<file path="src/rtl/div_sequencer.sv">
// div_sequencer: unsigned restoring divider with a small start/run/done
// sequencer. One quotient bit is resolved per RUN cycle, so an operation
// takes N RUN cycles followed by a single DONE cycle. A zero divisor skips
// RUN and goes straight to DONE with the saturated result.
//
// Ports
//   clk        : clock, all state updates on the rising edge
//   rst        : synchronous active-low reset
//   startIn    : request a division (only looked at in IDLE)
//   aIn, bIn   : unsigned dividend / divisor, captured on the accept edge
//   busyOut    : high in RUN and DONE
//   doneOut    : one-cycle pulse while results are fresh
//   cOut, mod  : quotient / remainder, held until the next completion
//   divZeroOut : last completed operation had a zero divisor
module div_sequencer #(
  parameter int N = 4
) (
  input  logic         clk,
  input  logic         rst,
  input  logic         startIn,
  input  logic [N-1:0] aIn,
  input  logic [N-1:0] bIn,
  output logic         busyOut,
  output logic         doneOut,
  output logic [N-1:0] cOut,
  output logic [N-1:0] mod,
  output logic         divZeroOut
);

  localparam int CW = (N > 1) ? $clog2(N) : 1;

  typedef enum logic [1:0] {
    IDLE = 2'd0,
    RUN  = 2'd1,
    DONE = 2'd2
  } state_t;

  state_t        state_q;
  logic [N-1:0]  quo_q;
  logic [N-1:0]  div_q;
  logic [N:0]    rem_q;
  logic [CW-1:0] cnt_q;
  logic          done_q;
  logic [N-1:0]  c_q;
  logic [N-1:0]  mod_q;
  logic          dz_q;

  logic [N:0]    rem_sh;
  logic [N+1:0]  diff;
  logic [N:0]    quo_sh;
  logic [N-1:0]  quo_d;
  logic [N:0]    rem_d;

  // One restoring step. The remainder is always below the divisor, so the
  // shifted value fits in N+1 bits; one extra bit on the difference gives
  // the sign of the trial subtraction.
  always_comb begin
    rem_sh = {rem_q[N-1:0], quo_q[N-1]};
    diff   = {1'b0, rem_sh} - {2'b00, div_q};
    quo_sh = {quo_q, ~diff[N+1]};
    quo_d  = quo_sh[N-1:0];
    rem_d  = diff[N+1] ? rem_sh : diff[N:0];
  end

  always_ff @(posedge clk) begin
    if (!rst) begin
      state_q <= IDLE;
      quo_q   <= '0;
      div_q   <= '0;
      rem_q   <= '0;
      cnt_q   <= '0;
      done_q  <= 1'b0;
      c_q     <= '0;
      mod_q   <= '0;
      dz_q    <= 1'b0;
    end else begin
      case (state_q)
        IDLE: begin
          done_q <= 1'b0;
          if (startIn) begin
            quo_q <= aIn;
            div_q <= bIn;
            rem_q <= '0;
            cnt_q <= CW'(N - 1);
            if (bIn == '0) begin
              state_q <= DONE;
              done_q  <= 1'b1;
              c_q     <= '1;
              mod_q   <= aIn;
              dz_q    <= 1'b1;
            end else begin
              state_q <= RUN;
            end
          end
        end
        RUN: begin
          quo_q <= quo_d;
          rem_q <= rem_d;
          cnt_q <= cnt_q - CW'(1);
          // Results are taken from this cycle's step, not the registers.
          if (cnt_q == '0) begin
            state_q <= DONE;
            done_q  <= 1'b1;
            c_q     <= quo_d;
            mod_q   <= rem_d[N-1:0];
            dz_q    <= 1'b0;
          end
        end
        DONE: begin
          done_q  <= 1'b0;
          state_q <= IDLE;
        end
        default: begin
          done_q  <= 1'b0;
          state_q <= IDLE;
        end
      endcase
    end
  end

  assign busyOut    = (state_q != IDLE);
  assign doneOut    = done_q;
  assign cOut       = c_q;
  assign mod        = mod_q;
  assign divZeroOut = dz_q;

endmodule

</file>
<file path="config.mk">
export PLATFORM = sky130hd
export DESIGN_NAME = div_sequencer
export DESIGN_NICKNAME = d
export VERILOG_FILES = /design/src/rtl/div_sequencer.sv
export SDC_FILE = /design/constraint.sdc
export NUM_CORES = 1
export LEC_CHECK = 0
export CAP_MARGIN = 15
export CORE_MARGIN = 2
export CORE_UTILIZATION = 55
export CTS_BUF_LIST = sky130_fd_sc_hd__clkbuf_16
export DETAILED_ROUTE_END_ITERATION = 16
export PLACE_DENSITY_LB_ADDON = 0.3
export SETUP_SLACK_MARGIN = 0.15
export SYNTH_ARGS = -nofsm -noshare
export SYNTH_HDL_FRONTEND = slang
export SYNTH_SLANG_ARGS = --single-unit
</file>
<file path="constraint.sdc">
create_clock -name clk -period 2.85 [get_ports clk]
set_input_delay 0.4275 -clock clk [delete_from_list [all_inputs] [get_ports clk]]
set_output_delay 0.4275 -clock clk [all_outputs]
set_load 0.05 [all_outputs]
</file>
# Word-level counts from Yosys, hierarchy flattened
# Cells that the tools add are included.
# op_classes
addsub	2
n_eq_ne	4
n_mux	27
bitwise	1
reduce_logical	9
# ops
operator	count
4-bit two-way mux	9
4-bit one-hot mux with 2 select lines	4
2-bit two-way mux	4
2-bit one-hot mux with 2 select lines	2
1-bit two-way mux	6
2-bit != test (second input constant)	3
2-bit AND reduction	3
5-bit by 4-bit subtractor with 6-bit output	1
2-bit zero test	2
4-bit zero test	1
1-bit one-hot mux with 2 select lines	2
4-bit AND reduction	1
2-bit nonzero test	2
2-bit by 1-bit equality test with 1-bit output (second input constant)	1
2-bit by 1-bit subtractor with 2-bit output (second input constant)	1
1-bit NOT	1
# word_totals
reg_bits	26
in_bits	11
out_inout_bits	11
elab_cells	52

# Longest topological paths before layout
# depth
depth_word	4
mapped_depth	8
mapped_depth_nobuf	8

# Worst setup path before layout
# Ideal clock, no wire load.
# synth_path
path_type	register to register
start	register div_q[1]
end	register mod_q[1] (netlist: mod[1])
setup_ns	0.074
arrival_time_ns	1.735
slack_ns	1.041
path_stages_with_launch	8
path_buffers	0
period_less_slack_ns	1.809
cell_sequence	dfxtp_1 > inv_1 > ha_1 > nor2b_1 > o31a_1 > nor3_4 > mux2_2 > a31oi_1
# synth_via
elab_chain_cells	4
# synth_rtl
element	line	text
from (decl)	40	logic [N-1:0] div_q;
from (signal assigned)	82	div_q <= bIn;
5-bit by 4-bit subtractor with 6-bit output	59	diff = {1'b0, rem_sh} - {2'b00, div_q};
4-bit two-way mux	62	rem_d = diff[N+1] ? rem_sh : diff[N:0];
4-bit two-way mux	101	if (cnt_q == '0) begin
4-bit one-hot mux with 2 select lines	77	case (state_q)
to (signal assigned)	89	mod_q <= aIn;
to (signal assigned)	105	mod_q <= rem_d[N-1:0];
to (decl)	45	logic [N-1:0] mod_q;
# No other way between the ends. The select of a mux whose other input is x is not followed.
# A chain may end at the register's enable or synchronous reset.

# Worst setup path in the final report
# layout_path
start	register state_q[1]
end	output busyOut
# layout_via
elab_chain_cells	1
# layout_rtl
element	line	text
from (decl)	38	state_t state_q;
from (signal assigned)	67	state_q <= IDLE;
from (signal assigned)	86	state_q <= DONE;
from (signal assigned)	92	state_q <= RUN;
2-bit nonzero test	121	assign busyOut = (state_q != IDLE);
to (decl)	23	output logic busyOut,
# No other way between the ends.

==> flow_summary_export.csv <==
group,metric,value,unit
route,drt-wirelength-per-cell,13.80,um
placement,dp_hpwl,1903,um
finish,syn2layout_area_growth,23.33,%
synth,syn_avg_cell_area,8.662,sq um
run,maxCapViolations,0,
timing,timing.final.crit_share,73.63,%
timing,worstMarginPinSlew,0.8540,ns
route,drtIter0Drc,20,
critical_path,crit_buf_inv,1,
timing,min_period,2.098,ns
synth,synth_nets,160,
die,chipWidth,51.46,um
clocking,clock_latency,0.26,ns
route,first_pass_iters,4,
critical_path,critPathLaunchType,"flop",
clocking,post_cts_resized,0,
die,io_pins,22,
clocking,numCtsBuffers,3,
critical_path,cp-end-kind,"primary output",
synth,synthCells,143,
die,rows,17,
route,routed_wl,2622,um
power_and_ir_drop,peakVddDrop,0.4453,mV
clocking,clock-root-buffer,"clkbuf_16",
clocking,htreeDepth,1,
timing,rsz0062_at_grt,"no",
synth,ys.flop_type,"dfxtp_1",
route,via_count,1047,
global_routing,grt_pass1_vias,1006,
clocking,cts.sinks,26,
critical_path,path_class,"reg2out",
critical_path,cp_top_family,"buffers and inverters",
timing,finalHoldViolCount,0,
timing,max-slew-margin-rel,42.95,%
critical_path,worstPathArrival,1.67,ns
synth,yosys_warnings,0,
global_routing,grt_max_degree,20,
route,drc,0,
clocking,cts_tree,"yes",
finish,fillers,182,
clocking,clkTransAtPathRegs,0.06,ns
die,die_y,51.46,um
clocking,clock_path_buffers,2,
timing,tns,0,ns
finish,nets,180,
route,avgViaCountPerCell,5.511,
critical_path,slowest_stage,"clkdlybuf4s50_1",
placement,place.gp.congestion,0.7817,
clocking,cts_setup_buffers,0,
synth,synth-edff-count,0,
die,coreArea,2170,sq um
timing,setup_viol_count_final,0,
timing,fmax,476.5,MHz
die,dieArea,2648,sq um
synth,synth_seq_area_share,42.02,%
synth,ys_types,41,
synth,synth_area,1239,sq um
global_routing,grt_pass1_wl,4257,um
critical_path,crit_chain,"or2_2 -> clkdlybuf4s50_1",
outcome,status,"complete, no violations",
die,start_util,57.09,%
power_and_ir_drop,finalPower,972.1,uW
finish,layout-drive-gt1-share,7.407,%
synth,ys_async_sr_fraction,0,%
placement,io_buffers,21,
global_routing,grt-ovfl-total,0,
min_path,hold_path_class,"reg2reg",
synth,synth-seq-cells,26,
critical_path,crit_path_max_incr_delay,0.80,ns
route,antenna_left,0,
finish,diodes,0,
timing,skew,0.001920,ns
power_and_ir_drop,leakage,0.5657,nW
clocking,cts_hold_repair.buffers,0,
power_and_ir_drop,p_per_area,636.3,nW/um^2
timing,drv_slew,0,
critical_path,crit_fanout,6,
global_routing,grt.total_usage,21.69,%
critical_path,cp.required,2.42,ns
global_routing,antenna_found_initial,0,
[cells in the mapped netlist (2+ instances only)]
library cell | count | share of area, %
dfxtp_1 | 26 | 42
nor2_1 | 21 | 6.4
nand2_1 | 15 | 4.5
a21oi_1 | 12 | 4.8
inv_1 | 8 | 2.4
a31oi_1 | 5 | 2.5
ha_1 | 5 | 5.1
o21ai_0 | 5 | 2.0
a211oi_1 | 3 | 1.8
o21a_1 | 3 | 1.8
a221oi_1 | 2 | 1.4
and2_1 | 2 | 1.0
clkbuf_1 | 2 | 0.61
mux2i_1 | 2 | 1.6
nand2b_1 | 2 | 1.0
nor2b_1 | 2 | 1.0
nor3_1 | 2 | 0.81
o21ai_1 | 2 | 0.81
or2_2 | 2 | 1.0
[power by group]
part           total [mW]  internal, mW  switching [mW]
Combinational       0.252        0.0966           0.155
Sequential          0.414         0.395          0.0189
Clock               0.306         0.188           0.119
Total               0.972         0.679           0.293
[sequential cells by signal, indices dropped and copies added, names as in the netlist, 2 cells and up]
signal	cells
rem_q	4
mod	4
quo_q	4
cOut	4
div_q	4
state_q	2
cnt_q	2
[logic make-up (layout without fill, tap and decap cells)]
logic type / after synthesis / in the layout / share of synthesized area (%)
muxes: 3 / 3 / 2.525
AOI/OAI and AO/OA: 38 / 38 / 20.10
DFF: 26 / 26 / 42.02
adders and majority gates: 6 / 6 / 6.667
and+or+nand+nor: 54 / 54 / 22.42
xor gates and xnor gates: 1 / 1 / 0.7072
buffers and inverters: 15 / 34 / 5.555
[cell type report]
cell class	instances	area (sq um)	area share (%)
Multi-Input combinational cell	102	649.4	42.51
Timing Repair Buffer	21	210.2	13.76
Clock buffer	3	75.07	4.914
Tap cell	28	35.03	2.293
Clock inverter	1	3.754	0.2457
Inverter	9	33.78	2.211
Sequential cell	26	520.5	34.07
[routing by layer]
metal | global-route usage [%] | up-vias | part of all wire, %
li1 | - | 531 | -
met4 | 8.772 | 0 | 1.2
met1 | 26.15 | 493 | 46
met2 | 37.39 | 19 | 50
met5 | 0 | - | 0
met3 | 4.386 | 4 | 3.0
[stage by stage]
stage | worst slack, ns | hold WS, ns | std cells | util, % | area [sq um]
floorplan | 1.041 | 0.4456 | 143 | - | 1239
global placement | 0.6464 | 0.4593 | 186 | 66.78 | 1449
detailed placement | 0.5832 | 0.4755 | 186 | 66.78 | 1449
CTS | 0.7499 | 0.4849 | 190 | 70.42 | 1528
global route | 0.6970 | 0.5127 | 190 | 70.42 | 1528
finish | 0.7515 | 0.4801 | 190 | 70.42 | 1528
[cell usage in the layout (no fill, tap or decap), drive strengths merged, types with 2 or more instances in the layout]
master / count
dfxtp: 26
nor2: 22
clkdlybuf4s50: 21
nand2: 15
a21oi: 13
inv: 8
o21ai: 7
a31oi: 5
ha: 5
o21a: 3
a211oi: 3
clkbuf: 3
nor3: 3
or2: 2
nor2b: 2
clkinv: 2
nand2b: 2
and2: 2
a221oi: 2
mux2i: 2
[tightest hold or removal path: cells and delay by family (launching register included)]
family             cells  cell delay (ns)
AOI/OAI and AO/OA      1             0.05
DFF                    1             0.32
and+or+nand+nor        1             0.06
[final timing paths]
path | start | to | cells after the start | slack [ns]
worst max register to register | div_q[1] | mod[1] | 7 | 0.87
worst min register to register | quo_q[0] | quo_q[0] | 2 | 0.48
worst max-delay path | state_q[1] | busyOut | 2 | 0.75
worst min-delay path | quo_q[0] | quo_q[0] | 2 | 0.48
No activity file was read; power rests on OpenSTA's default activity.
